**config.mk**
```make
export PLATFORM = sky130hd
export DESIGN_NAME = lbls_test_pulse_generator
export DESIGN_NICKNAME = d
export VERILOG_FILES = /design/src/rtl/lbls_test_pulse_generator_pkg.sv /design/src/rtl/lbls_test_pulse_generator_pulse_window_word.sv /design/src/rtl/lbls_test_pulse_generator.sv
export SDC_FILE = /design/constraint.sdc
export NUM_CORES = 1
export LEC_CHECK = 0
export BUFFER_PORTS_ARGS = -buffer_cell sky130_fd_sc_hd__buf_2
export CORE_MARGIN = 2
export CORE_UTILIZATION = 23
export CTS_BUF_LIST = sky130_fd_sc_hd__clkbuf_8
export DETAILED_ROUTE_END_ITERATION = 8
export PLACE_DENSITY = 0.41
export SLEW_MARGIN = 30
export SYNTH_ARGS = -nofsm -noshare
export SYNTH_HDL_FRONTEND = slang
export SYNTH_SLANG_ARGS = --single-unit
```
**constraint.sdc**
```tcl
create_clock -name clock -period 6.3 [get_ports clock]
set_input_delay 0.315 -clock clock [delete_from_list [all_inputs] [get_ports clock]]
set_output_delay 0.315 -clock clock [all_outputs]
set_load 0.02 [all_outputs]
```
**src/rtl/lbls_test_pulse_generator_pkg.sv**
```systemverilog
// Shared constants, state encoding and latched run configuration for the LBLS test pulse generator.
// Latency: none (types and constants only).
// Backpressure: none; the generator free-runs on the word clock.
package lbls_test_pulse_generator_pkg;

  // Serializer word size in bit-times; bit 7 leaves the OSERDES first.
  localparam int BIT_DEPTH          = 8;
  localparam int NUMBER_OF_CHANNELS = 12;
  // A pulse ends at most 255 + 255 bit-times after period start, so only the
  // first 64 words of a period can ever contain pulse bits.
  localparam int MAX_PULSE_WORDS    = 64;
  // Wide enough that delay + width and the bit time never wrap.
  localparam int TIME_WIDTH         = 11;

  typedef enum logic {
    IDLE = 1'b0,
    RUN  = 1'b1
  } state_t;

  // Per-run settings captured when a start is accepted.
  typedef struct packed {
    logic [NUMBER_OF_CHANNELS:1] channel_mask;
    logic [NUMBER_OF_CHANNELS:1] polarity_mask;
    logic [7:0]                  delay;
    logic [7:0]                  width;
  } pulse_cfg_t;

  // Exclusive end of the pulse window, in bit-times from period start.
  function automatic logic [TIME_WIDTH-1:0] pulse_end(input logic [7:0] delay,
                                                      input logic [7:0] width);
    return TIME_WIDTH'(delay) + TIME_WIDTH'(width);
  endfunction

endpackage

```
**src/rtl/lbls_test_pulse_generator_pulse_window_word.sv**
```systemverilog
// Maps a word index within the pulse period to the 8 bits that fall inside [delay, delay+width).
// Latency: purely combinational.
// Backpressure: none.
module pulse_window_word
  import lbls_test_pulse_generator_pkg::*;
#(
  parameter int PHASE_WIDTH = 24
) (
  input  logic [PHASE_WIDTH-1:0] phase,
  input  logic [7:0]             delay,
  input  logic [7:0]             width,
  output logic [BIT_DEPTH-1:0]   hitword
);

  localparam logic [PHASE_WIDTH-1:0] LAST_HIT_WORD = PHASE_WIDTH'(MAX_PULSE_WORDS);

  logic [TIME_WIDTH-1:0] window_end;

  assign window_end = pulse_end(delay, width);

  // Bit b of word w sits at time 8*w + (7-b); words past the reachable range never hit.
  always_comb begin : hit_calc
    logic [TIME_WIDTH-1:0] bit_time;
    hitword  = '0;
    bit_time = '0;
    if (phase < LAST_HIT_WORD) begin
      for (int b = 0; b < BIT_DEPTH; b++) begin
        bit_time   = {2'b00, phase[5:0], 3'(BIT_DEPTH - 1 - b)};
        hitword[b] = (bit_time >= TIME_WIDTH'(delay)) && (bit_time < window_end);
      end
    end
  end

endmodule

```
**src/rtl/lbls_test_pulse_generator.sv**
```systemverilog
// Generates programmable rectangular test pulses as 8-bit serializer words on 12 channels, with a gate marker.
// Latency: start at edge N -> busy after N, word 0 on wout after N+1 (one output register).
// Backpressure: none; words are produced every cycle, start is ignored while busy and abort wins over start.
module lbls_test_pulse_generator
  import lbls_test_pulse_generator_pkg::*;
#(
  parameter int PERIOD_WIDTH = 24,
  parameter int COUNT_WIDTH  = 16
) (
  input  logic                          clock,
  input  logic                          reset,
  input  logic                          start,
  input  logic                          abort,
  input  logic [NUMBER_OF_CHANNELS:1]   channel_mask,
  input  logic [NUMBER_OF_CHANNELS:1]   polarity_mask,
  input  logic [7:0]                    delay,
  input  logic [7:0]                    width,
  input  logic [PERIOD_WIDTH-1:0]       period,
  input  logic [COUNT_WIDTH-1:0]        number_of_pulses,
  output logic [BIT_DEPTH-1:0]          wout1,
  output logic [BIT_DEPTH-1:0]          wout2,
  output logic [BIT_DEPTH-1:0]          wout3,
  output logic [BIT_DEPTH-1:0]          wout4,
  output logic [BIT_DEPTH-1:0]          wout5,
  output logic [BIT_DEPTH-1:0]          wout6,
  output logic [BIT_DEPTH-1:0]          wout7,
  output logic [BIT_DEPTH-1:0]          wout8,
  output logic [BIT_DEPTH-1:0]          wout9,
  output logic [BIT_DEPTH-1:0]          wout10,
  output logic [BIT_DEPTH-1:0]          wout11,
  output logic [BIT_DEPTH-1:0]          wout12,
  output logic                          gate,
  output logic                          busy,
  output logic                          done,
  output logic [COUNT_WIDTH-1:0]        pulse_count
);

  // A one-word period would leave no room to ever return to phase 0 distinctly.
  localparam logic [PERIOD_WIDTH-1:0] MIN_PERIOD = PERIOD_WIDTH'(2);
  localparam logic [PERIOD_WIDTH-1:0] PHASE_ONE  = PERIOD_WIDTH'(1);
  localparam logic [COUNT_WIDTH-1:0]  COUNT_ONE  = COUNT_WIDTH'(1);

  state_t                   state_q;
  pulse_cfg_t               cfg_q;
  logic [PERIOD_WIDTH-1:0]  period_q;
  logic [PERIOD_WIDTH-1:0]  phase_q;
  logic [COUNT_WIDTH-1:0]   target_q;
  logic [COUNT_WIDTH-1:0]   pulse_count_q;
  logic                     busy_q;
  logic                     done_q;
  logic [BIT_DEPTH-1:0]     wout_q [1:NUMBER_OF_CHANNELS];
  logic                     gate_q;

  logic [PERIOD_WIDTH-1:0]  period_eff;
  logic                     phase_last;
  logic [COUNT_WIDTH-1:0]   count_next;
  logic                     run_complete;
  logic [BIT_DEPTH-1:0]     hitword;

  assign period_eff   = (period < MIN_PERIOD) ? MIN_PERIOD : period;
  assign phase_last   = (phase_q == (period_q - PHASE_ONE));
  assign count_next   = pulse_count_q + COUNT_ONE;
  // A zero target means run until aborted.
  assign run_complete = (target_q != '0) && (count_next == target_q);

  // Delay and width are global, so one window decoder serves every channel.
  pulse_window_word #(
    .PHASE_WIDTH (PERIOD_WIDTH)
  ) u_pulse_window_word (
    .phase   (phase_q),
    .delay   (cfg_q.delay),
    .width   (cfg_q.width),
    .hitword (hitword)
  );

  // Run control: accept start, step the phase, count periods, finish or abort.
  always_ff @(posedge clock or negedge reset) begin
    if (!reset) begin
      state_q       <= IDLE;
      cfg_q         <= '0;
      period_q      <= MIN_PERIOD;
      phase_q       <= '0;
      target_q      <= '0;
      pulse_count_q <= '0;
      busy_q        <= 1'b0;
      done_q        <= 1'b0;
    end else begin
      done_q <= 1'b0;
      case (state_q)
        IDLE: begin
          if (start && !abort) begin
            state_q             <= RUN;
            busy_q              <= 1'b1;
            cfg_q.channel_mask  <= channel_mask;
            cfg_q.polarity_mask <= polarity_mask;
            cfg_q.delay         <= delay;
            cfg_q.width         <= width;
            period_q            <= period_eff;
            target_q            <= number_of_pulses;
            phase_q             <= '0;
            pulse_count_q       <= '0;
          end
        end
        RUN: begin
          if (abort) begin
            state_q <= IDLE;
            busy_q  <= 1'b0;
          end else if (phase_last) begin
            phase_q       <= '0;
            pulse_count_q <= count_next;
            if (run_complete) begin
              state_q <= IDLE;
              busy_q  <= 1'b0;
              done_q  <= 1'b1;
            end
          end else begin
            phase_q <= phase_q + PHASE_ONE;
          end
        end
        default: begin
          state_q <= IDLE;
          busy_q  <= 1'b0;
        end
      endcase
    end
  end

  // Output register: masked/inverted pulse words while running, live idle level otherwise.
  always_ff @(posedge clock or negedge reset) begin
    if (!reset) begin
      for (int i = 1; i <= NUMBER_OF_CHANNELS; i++) begin
        wout_q[i] <= '0;
      end
      gate_q <= 1'b0;
    end else begin
      for (int i = 1; i <= NUMBER_OF_CHANNELS; i++) begin
        if (state_q == RUN) begin
          wout_q[i] <= (hitword & {BIT_DEPTH{cfg_q.channel_mask[i]}})
                       ^ {BIT_DEPTH{cfg_q.polarity_mask[i]}};
        end else begin
          wout_q[i] <= {BIT_DEPTH{polarity_mask[i]}};
        end
      end
      gate_q <= (state_q == RUN) && (|hitword);
    end
  end

  assign wout1       = wout_q[1];
  assign wout2       = wout_q[2];
  assign wout3       = wout_q[3];
  assign wout4       = wout_q[4];
  assign wout5       = wout_q[5];
  assign wout6       = wout_q[6];
  assign wout7       = wout_q[7];
  assign wout8       = wout_q[8];
  assign wout9       = wout_q[9];
  assign wout10      = wout_q[10];
  assign wout11      = wout_q[11];
  assign wout12      = wout_q[12];
  assign gate        = gate_q;
  assign busy        = busy_q;
  assign done        = done_q;
  assign pulse_count = pulse_count_q;

endmodule

```
Yosys cells after proc, flatten, opt, wreduce, memory -nomap -nowiden --
Cells that the tools add are included.
Word-level totals: register bits 220, input bits 84, output and inout port bits 115, logic and storage cells 132
Cells by class: $add $sub $neg 4, magnitude comparators 18, equal/unequal tests 7, mux-type cells 36, bitwise gates (word level) 25, reductions and logical operators 18
Operators with widths (number):
- $mux W8 | 13
- $and A8 B8 Y8 | 12
- $mux W24 | 4
- $xor A8 B8 Y8 | 12
- $lt A9 B11 Y1 | 8
- $ge A9 B8 Y1 | 8
- $mux W16 | 3
- $pmux W24 S2 | 1
- $pmux W16 S2 | 1
- $add A24 B1 Y24 const B | 1
- $eq A24 B24 Y1 | 1
- $lt A24 B2 Y1 const B | 1
- $lt A24 B7 Y1 const B | 1
- $sub A24 B1 Y24 const B | 1
- $add A16 B1 Y16 const B | 1
- $eq A16 B16 Y1 | 1
- $reduce_bool A16 Y1 | 1
- $mux W1 | 12
- $logic_and A1 B1 Y1 | 11
- $add A8 B8 Y9 | 1
- $reduce_or A8 Y1 | 1
- $ne A3 B2 Y1 const B | 2
- $reduce_and A3 Y1 | 2
- $ne A2 B2 Y1 const B | 2
- other kinds (5) | 7

Logic depth before layout (Yosys ltp) --
Gate-level depths: netlist (run 1).
depth in word-level cells 7, mapped depth 19, mapped depth without buffers 18

Hierarchy --
Synthesis (run 1) repeated with hierarchy kept, for this count alone.
Unflattened totals: cell total of the unflattened synthesis 1367, area, all modules 11962.7 um2
Modules (own cells, without submodules):
- lbls_test_pulse_generator | instances 1, cells an instance 1250, area an instance 11086.9 um2
- pulse_window_word | instances 1, cells an instance 117, area an instance 875.8 um2

Worst setup path after synthesis (run 1) --
Ideal clock, no wire load.
kind reg2reg, start point reg cfg_q[8] (netlist name), end point reg wout_q, in the netlist wout1[1], arrival time 3695 ps, slack 2527 ps, cell stages (with the launch flop) 18, period minus slack after synthesis 3773 ps, cell sequence dfrtp_1 > ha_1 > fa_1 > a21oi_1 > nor2_1 > nor2_1 > o21bai_1 > a21oi_1 > o21bai_1 > a21oi_1 > ha_1 > a211oi_1 > o21ai_1 > a2111oi_1 > clkbuf_1 > nand2_1 > xor2_1 > a21oi_1
On the way: word-level cells in the longest chain between the ends 7, elaborated cells on any way between the ends 8
Ends and longest elaborated chain:
- $add A8 B8 Y9 | RTL line lbls_test_pulse_generator_pkg.sv:31 | return TIME_WIDTH'(delay) + TIME_WIDTH'(width);
- $lt A9 B11 Y1 | RTL line lbls_test_pulse_generator_pulse_window_word.sv:29 | hitword[b] = (bit_time >= TIME_WIDTH'(delay)) && (bit_time < window_end);
- $logic_and A1 B1 Y1 * | RTL line lbls_test_pulse_generator_pulse_window_word.sv:29
- $mux W8 * | RTL line lbls_test_pulse_generator_pulse_window_word.sv:26 | if (phase < LAST_HIT_WORD) begin
- $and A8 B8 Y8 * | RTL line lbls_test_pulse_generator.sv:138 | wout_q[i] <= (hitword & {BIT_DEPTH{cfg_q.channel_mask[i]}})
- $xor A8 B8 Y8 * | RTL line lbls_test_pulse_generator.sv:139 | ^ {BIT_DEPTH{cfg_q.polarity_mask[i]}};
- $mux W8 * | RTL line lbls_test_pulse_generator.sv:137 | if (state_q == RUN) begin
- end signal: indexed assignment | RTL line lbls_test_pulse_generator.sv:138
- end signal: indexed assignment | RTL line lbls_test_pulse_generator.sv:141 | wout_q[i] <= {BIT_DEPTH{polarity_mask[i]}};
- end: declaration | RTL line lbls_test_pulse_generator.sv:51 | logic [BIT_DEPTH-1:0] wout_q [1:NUMBER_OF_CHANNELS];
Every way passes the cells marked *; elsewhere a longest branch is shown, timed or not. A chain may end at the register's enable or synchronous reset.

Worst setup path in the final report (run 1) --
start point reg cfg_q[8] (netlist name), end point reg wout_q, in the netlist wout11[4]
On the way: word-level cells in the longest chain between the ends 7, elaborated cells on any way between the ends 8
Ends and longest elaborated chain (RTL line):
- $add A8 B8 Y9 | lbls_test_pulse_generator_pkg.sv:31
- $lt A9 B11 Y1 | lbls_test_pulse_generator_pulse_window_word.sv:29
- $logic_and A1 B1 Y1 * | lbls_test_pulse_generator_pulse_window_word.sv:29
- $mux W8 * | lbls_test_pulse_generator_pulse_window_word.sv:26
- $and A8 B8 Y8 * | lbls_test_pulse_generator.sv:138
- $xor A8 B8 Y8 * | lbls_test_pulse_generator.sv:139
- $mux W8 * | lbls_test_pulse_generator.sv:137
Marks and branches as above.

==> results.cfg, run 1 <==
[sta]
max_freq_mhz = 240.8
drv_slew = 0
setup_violations = 0
finalHoldViolCount = 0
slew_headroom_pct = 40.71
timing.final.crit_period_ps = 4154
worstMarginPinSlew_ps = 889.4
rsz0062_at_grt = false
clock_skew_ps = 29.36
finalCritPeriodShare_pct = 65.93
tns_ps = 0

[finish]
fill_cells = 5505
area_growth_pct = 28.04
regArea_mm2 = 0.005510
antennaDiodeCount = 0
multi_input_area_mm2 = 0.005948
finalNonFillerCells = 2296
drive_above_1_share_pct = 18.50
final_nets = 1698

[placement]
gp_congestion = 0.8238
io_buffers = 198
place_hpwl_um = 26400
place_inst = 2141

[critical_path]
r2r_cells = 16
crit_fanout = 13
crit_required_ps = 6820
reg2reg_to = wout11[4]
reg2reg_from = cfg_q[8]
cp.arrival_ps = 4670
cp-start-kind = flip-flop
r2r_setup_slack_ps = 2150
worstSetupEndpointType = flip-flop
critPathKind = flip-flop to flip-flop

[synth]
synth_edf_count = 0
syn_nets = 1453
ys_top_cells_by_count = nand2_1, dfrtp_1, a21oi_1
yosys.area.top_type = dfrtp_1
synthFlopType = dfrtp_1
async_flop_share_pct = 100.0
yosys_register_bits = 220
synth.most_common_cell = nand2_1
syn_area_mm2 = 0.01185
yosysSeqAreaShare_pct = 46.47
ys_types = 68
synth_top_area_share_pct = 46.25
netlist_instances = 1344
yosysWarnings = 0
yosys-top-cells-area = dfrtp_1, nand2_1, xor2_1
avgSynthCellArea_um2 = 8.816

[flow_run]
drv_cap = 0

[global_routing]
grt_remaining_overflow = 0
grt_pass1_vias = 10610
grt.total_usage_pct = 14.81
grt_pass1_wl_um = 61940
antenna_found_initial = 0
grt_max_degree = 109

[clocking]
htreeDepth = 2
cts_sinks = 220
cts_resized = 0
cts-hold-fix-buffers = 82
post_cts_buffers = 0
cts-buffers-inserted = 42
root_buffer = clkbuf_8
cts_buffer_depth = 3
clk_pin_slew_ps = 60
clkLatencyLatePin_ps = 610
cts_tree = yes

[drt]
via_count = 10340
drc = 0
drt.antenna.violating_nets = 0
drt-initial-drc-count = 580
wl_per_cell_um = 17.04
drtPass1Iterations = 5
viasPerCell = 4.504
drt_wl_total_um = 39120

[power]
max-vdd-ir-drop_v = 0.0001253
power_switching_uw = 1761
p_comb_share_pct = 29.2
powerDensity_mw_per_mm2 = 305.3
pwr-share-seq_pct = 40.4
p_int_uw = 2871
switching_share_pct = 38.01
clkPwrFrac_pct = 30.4
p_leak_uw = 0.006767

[floorplan]
die-area_mm2 = 0.05335
fp.dieH_um = 231.0
die_w_um = 231.0
io_pins = 199
initial_core_util_pct = 23.19
design.core.area_mm2 = 0.05109
std_cell_rows = 83

[hold_path]
whs_endpoint = busy
hold_depth = 3
min_from = start
hp-class = input port to flip-flop

[outcome]
status = finished, final reports clean
## metrics by stage
step	util [%]	instance area, um^2	hold WS (ps)	worst slack, ps	power [uW]
after global routing	29.69	15170	126.8	1735	4959
after detailed placement	26.40	13490	447.0	1978	3218
after floorplan	-	11850	19.41	2527	2705
after global placement	26.36	13470	460.0	1784	3201
final	29.69	15170	141.7	2146	4632
after CTS	29.59	15120	92.03	1958	4715
## flip-flops by register name, summed over array words and instances (netlist names), 8 cells and up
| signal | count |
|---|---|
| cfg_q | 40 |
| wout1 | 8 |
| wout12 | 8 |
| wout3 | 8 |
| wout2 | 8 |
| phase_q | 24 |
| wout5 | 8 |
| wout9 | 8 |
| wout10 | 8 |
| wout8 | 8 |
| period_q | 24 |
| wout7 | 8 |
| pulse_count | 16 |
| wout6 | 8 |
| wout4 | 8 |
| target_q | 16 |
| wout11 | 8 |
## power by group through the flow
stage | sequential, uW | combinational, uW | clock [uW]
final | 1870 | 1350 | 1410
after global routing | 1910 | 1530 | 1530
after CTS | 1870 | 1370 | 1470
after detailed placement | 1900 | 1320 | 0
after global placement | 1900 | 1300 | 0
after floorplan | 1860 | 841 | 0
## worst max-delay path, cell delays in order, from the launching register on
cell and delay, ps:
dfrtp_1 430, ha_1 230, fa_1 400, a21oi_1 140, nor2_1 50, nor2_1 150
o21bai_1 80, a21oi_1 220, o21bai_1 90, a21oi_1 150, ha_1 260, a211oi_1 370
o21ai_2 270, nor3_4 720, nand2_1 140, xor2_1 170, a21oi_1 180
## routing by layer
| metal | part of all wire (%) | track usage [%] | vias up |
|---|---|---|---|
| met3 | 4.9 | 2.878 | 55 |
| met2 | 45 | 23.26 | 244 |
| li1 | - | - | 5047 |
| met1 | 48 | 20.51 | 4995 |
| met4 | 2.2 | 4.496 | 0 |
| met5 | 0 | 0 | - |
## worst max path at each step
| stage | from | to | slack [ps] | cells past startpoint |
|---|---|---|---|---|
| 2_1_floorplan | cfg_q[8] | wout1[1] | 2530 | 17 |
| 3_3_place_gp | cfg_q[8] | wout7[6] | 1780 | 16 |
| 3_5_place_dp | cfg_q[8] | wout11[4] | 1980 | 16 |
| 4_1_cts | cfg_q[8] | wout11[4] | 1960 | 16 |
| 5_1_grt | cfg_q[9] | wout11[5] | 1730 | 17 |
| 6_report | cfg_q[8] | wout11[4] | 2150 | 16 |
## final cells by class
type	count	area share, %
multi-input cells	1006	39.21
well taps	680	5.608
clock buffers	49	4.445
inverters	26	0.6433
repair buffers	293	12.87
flip-flops and latches	220	36.32
clock inverters	22	0.9072
## layout by cell type (no fill, tap or decap), types with 4 or more instances in the layout
cell type / instances
nand2_1: 360
dfrtp_1: 218
buf_2: 197
a21oi_1: 137
xor2_1: 117
dlygate4sd3_1: 82
clkbuf_8: 49
nor2_1: 46
inv_1: 42
xnor2_1: 37
o21ai_0: 28
nor3_1: 25
nand3_1: 25
ha_1: 24
nor4_1: 20
a31oi_1: 18
nand4_1: 15
and3_1: 14
buf_4: 11
nand2b_1: 9
a221o_1: 7
or4_1: 6
a41oi_1: 6
o211ai_1: 6
and2_1: 6
a21o_1: 5
o21bai_1: 5
o21ai_1: 5
and4_1: 5
or3_1: 4
o22ai_1: 4
or2b_1: 4
## logic make-up after synthesis
logic type,after synthesis,share of synthesized area (%)
fa+ha+maj,25,2.703
buf+inv,118,4.034
simple gates,569,22.03
flops,220,46.47
mux,4,0.3485
compound gates,254,13.03
xor+xnor,154,11.38
No activity file was read; power rests on OpenSTA's default activity.
==> inputs of run 2 (changes only) <==
clock period = 4 ns   (was 6.3 ns; I/O delays follow)
==> run 2 against run 1 <==
Effect of this change:
- via count is 0.96% higher
- non-clock buffer count is 31 higher
- flip-flop and latch count stayed put
- register-to-register slack worse by 1900 ps
- sequential share of layout area is 0.76 points lower
- wire length is 1.2% higher
- critical path type unchanged
- clock skew is 12 ps lower
- global-route usage is 0.11 points higher
- clock power is 59% higher
- largest cell class unchanged
- power is 62% higher
- die area stayed put
==> results.cfg, run 2 (synthesis gave the netlist of run 1 again) <==
[critical_path]
cp-start-kind = flip-flop
critPathKind = flip-flop to flip-flop
crit_fanout = 7
cp.arrival_ps = 4220
crit_required_ps = 4470
worstSetupEndpointType = flip-flop

[finish]
multi_input_area_mm2 = 0.005979
layout_commonest_cell = nand2_1
fill_cells = 5459
regArea_mm2 = 0.005510
largest-register = cfg_q
final_util_pct = 30.33
design_area_mm2 = 0.01550
final_cell_mix = nand2_1, dfrtp_1, buf_2
area_growth_pct = 30.78
top_regs = cfg_q (40), period_q (24), phase_q (24)
largest_reg_flops = 40
drive_above_1_share_pct = 20.59
final_nets = 1729

[power]
powerDensity_mw_per_mm2 = 482.9
p_leak_uw = 0.006966
max-vdd-ir-drop_v = 0.0002149
totalPowerFinal_uw = 7484

[global_routing]
grt_pass1_wl_um = 62400
grt.total_usage_pct = 14.92
antenna_found_initial = 1
grt_remaining_overflow = 0
grt_max_degree = 93
grt_pass1_vias = 10800

[sta]
finalHoldViolCount = 0
drv_slew = 0
finalCritPeriodShare_pct = 93.71
setup_violations = 0
timing.final.crit_period_ps = 3748
tns_ps = 0
worst_slack_ps = 251.8
clock_skew_ps = 17.09
slew_headroom_pct = 47.80
max_freq_mhz = 266.8
worstMarginPinSlew_ps = 782.9

[drt]
drtPass1Iterations = 5
drt.antenna.violating_nets = 0
via_count = 10440
viasPerCell = 4.475
drt-initial-drc-count = 482
wl_per_cell_um = 16.97
drt_wl_total_um = 39600
drc = 0

[clocking]
cts_buffer_depth = 3
cts-buffers-inserted = 42
clkLatencyLatePin_ps = 600
clk_pin_slew_ps = 60
root_buffer = clkbuf_8
cts_tree = yes
cts_sinks = 220
htreeDepth = 2

[placement]
io_buffers = 198
dpl_cell_area_mm2 = 0.01371
place_hpwl_um = 27200
gp_congestion = 0.8094
place_ws_ps = -31.63

[outcome]
status = finished, final reports clean

[floorplan]
die_w_um = 231.0
fp.dieH_um = 231.0
io_pins = 199
design.core.area_mm2 = 0.05109
initial_core_util_pct = 23.19
die-area_mm2 = 0.05335
std_cell_rows = 83

[flow_run]
drv_cap = 0

[hold_path]
hp-class = input port to flip-flop
==> run 2: path summary, 6_finish.rpt <==
kind / slack, ps / cells past startpoint / startpoint / to
worst min-delay path: 180 / 4 / start / target_q[13]
max in group asynchronous: 2790 / 3 / reset / wout10[7]
min in group asynchronous: 240 / 2 / reset / wout2[2]
worst min register to register: 490 / 2 / cfg_q[0] / cfg_q[0]
worst max-delay path: 250 / 12 / period_q[1] / busy
worst max register to register: 250 / 12 / period_q[1] / busy
==> run 2: routing by layer <==
metal  routed length [um]  track usage [%]
met1                18410            20.01
met2                18250            24.18
met3                 2005            2.964
met4                  916            4.516
met5                   13                0
==> run 2: cell type report <==
class                   instances  area share (%)
well taps                     680           5.491
multi-input cells            1006           38.59
flip-flops and latches        220           35.56
clock buffers                  54           4.796
diodes                          2         0.03230
inverters                      26          0.6298
repair buffers                324           14.30
clock inverters                21          0.6056
==> run 2: timing repair <==
action,in CTS,in global routing
hold buffers,83,0
setup endpoints to repair,11,83
resized for setup,3,12
endpoints found under the hold margin,241,0
cloned,0,1
pin swaps,0,5
buffers inserted,0,4
==> run 2: through the flow <==
stage	hold WS, ps	instances
floorplan	-95.59	1344
CTS	144.1	2326
detailed placement	279.4	2168
global route	182.8	2331
finish	181.9	2333
global placement	290.2	2168
==> run 2: critical path, stage by stage, from the launching register on <==
cell           delay (ps)
dfstp_2               400
inv_1                 110
ha_1                  290
or3b_2                490
o21ai_1               180
nand3_1               100
a31o_1                290
nor4_4                420
nand4_4               200
nor4_2                340
buf_4                 160
o32ai_1                70
dlygate4sd3_1         570
==> run 2: power by group <==
group	internal [uW]	switching [uW]	total, uW	leakage (uW)
clock network	1210	1030	2240	0.000493
logic	935	1390	2330	0.00378
registers	2530	383	2910	0.00270
total	4680	2810	7480	0.00697
==> inputs of run 3 (changes only) <==
clock period = 4.7 ns   (was 4 ns; I/O delays follow)
==> run 3 against run 2 <==
Effect of this change:
- combinational power shrank 21%
- clock power shrank 14%
- flip-flop and latch count is the same
- wire length shrank 1.1%
- worst hold slack gained 82 ps
- utilization shrank 0.59 points
==> results.cfg, run 3 (synthesis gave the netlist of run 1 again) <==
[clocking]
cts_sinks = 220
root_buffer = clkbuf_8
clk_pin_slew_ps = 60
cts-buffers-inserted = 44
htreeDepth = 2
cts_tree = yes
clkLatencyLatePin_ps = 610
cts_resized = 0
cts_buffer_depth = 3

[critical_path]
reg2reg_from = period_q[0]
crit_slowest_cell = nor4_1
cp_slowest_stage_delay_ps = 720
r2r_setup_slack_ps = 310
crit_fanout = 11
critical_path.most_common_cell = nor4_1
path_cells = inv_1, ha_1, nor3b_2, nand2_1, nor2_1, o211ai_1, nor4_1, buf_4, nand4_2, nor4_1, o32ai_1, dlygate4sd3_1
crit_family = simple AND/OR/NAND/NOR gates
cp.arrival_ps = 4860
critPathKind = flip-flop to flip-flop
r2r_cells = 12
worstSetupEndpointType = flip-flop
worst-path-buf-inv = 3
crit_required_ps = 5160
cp-start-kind = flip-flop
reg2reg_to = busy

[sta]
max_freq_mhz = 227.5
clock_skew_ps = 33.74
setup_violations = 0
worstMarginPinSlew_ps = 895.7
slew_headroom_pct = 39.74
finalCritPeriodShare_pct = 93.51
timing.final.crit_period_ps = 4395
rsz0062_at_grt = false
tns_ps = 0
drv_slew = 0
finalHoldViolCount = 0

[flow_run]
drv_cap = 0

[global_routing]
grt.total_usage_pct = 14.73
grt_max_degree = 107
antenna_found_initial = 1
grt_pass1_vias = 10590
grt_pass1_wl_um = 61610
grt_remaining_overflow = 0

[finish]
fill_cells = 5519
area_growth_pct = 28.26
largest-register = cfg_q
final_cell_mix = nand2_1, dfrtp_1, buf_2
drive_above_1_share_pct = 18.94
antennaDiodeCount = 0
top_regs = cfg_q (40), period_q (24), phase_q (24)
final_nets = 1707
largest_reg_flops = 40
design_area_mm2 = 0.01520
multi_input_area_mm2 = 0.005926
finalNonFillerCells = 2306
regArea_mm2 = 0.005510
layout_commonest_cell = nand2_1

[placement]
dpl_cell_area_mm2 = 0.01353
io_buffers = 198
place_hpwl_um = 26830
gp_congestion = 0.8285
place_inst = 2149

[hold_path]
hp-class = input port to asynchronous set/reset pin

[floorplan]
fp.dieH_um = 231.0
die_w_um = 231.0
die-area_mm2 = 0.05335
std_cell_rows = 83
initial_core_util_pct = 23.19
design.core.area_mm2 = 0.05109
io_pins = 199

[drt]
wl_per_cell_um = 16.98
drt-initial-drc-count = 617
drt.antenna.violating_nets = 0
drc = 0
drt_wl_total_um = 39160
viasPerCell = 4.489
via_count = 10350
drtPass1Iterations = 5

[power]
max-vdd-ir-drop_v = 0.0001796
p_leak_uw = 0.006818
powerDensity_mw_per_mm2 = 411.6

[outcome]
status = finished, final reports clean
## run 3: cell count changes in the layout (fill, tap and decap cells not counted), moves of 2 or more
| cell | delta |
|---|---|
| a21oi_1 | +2 |
| a21oi_2 | -2 |
| buf_6 | -3 |
| clkbuf_8 | -3 |
| inv_6 | -2 |
| buf_4 | -17 |
| buf_12 | -4 |
| inv_8 | +2 |
| diode_2 | -2 |
## run 3: layout make-up
class,instances,area share [%]
timing repair buffer,300,12.99
clock inverter,23,0.8974
clock buffer,51,4.619
sequential,220,36.26
multi-input combinational,1006,38.99
tap,680,5.599
inverter,26,0.6422
## run 3: layer usage
layer | vias up | part of all wire, % | GRT usage [%]
li1 | 5083 | - | -
met1 | 4939 | 48 | 20.13
met2 | 263 | 45 | 23.60
met3 | 64 | 4.6 | 2.693
met4 | 2 | 2.2 | 4.395
met5 | - | 0.033 | 0
## run 3: what timing repair did
action,4_1_cts,5_1_grt
endpoints found under the hold margin,235,0
buffers inserted,0,0
hold buffers,83,0
## run 3: stage by stage
step,utilization (%),hold slack [ps],power (uW),worst slack [ps]
6_report,29.74,263.7,6255,305.0
2_1_floorplan,-,-60.59,3626,926.8
3_3_place_gp,26.48,371.5,4317,767.1
5_1_grt,29.74,322.4,6682,4.070
3_5_place_dp,26.48,362.1,4330,726.1
4_1_cts,29.74,260.8,6372,318.0
## run 3: report_power, final
group | switching, uW | leakage [uW] | internal, uW
registers | 339 | 0.00270 | 2150
clock network | 881 | 0.000489 | 1040
logic | 1140 | 0.00363 | 704
## run 3: worst register-to-register path, delay by kind of cell (launching register included)
kind,cells,cell delay [ps]
adders and majority gates,1,300
and+or+nand+nor,6,2330
DFF,1,460
AOI/OAI and AO/OA,2,260
buffers and inverters,3,910
## run 3: worst max-delay path by stage
stage / end / slack, ps / from / cells past startpoint
floorplan: wout1[1] / 930 / cfg_q[8] / 17
global route: busy / 4 / period_q[0] / 12
finish: busy / 310 / period_q[0] / 12
detailed placement: wout10[1] / 730 / cfg_q[8] / 17
global placement: wout3[2] / 770 / cfg_q[8] / 17
CTS: busy / 320 / period_q[0] / 12
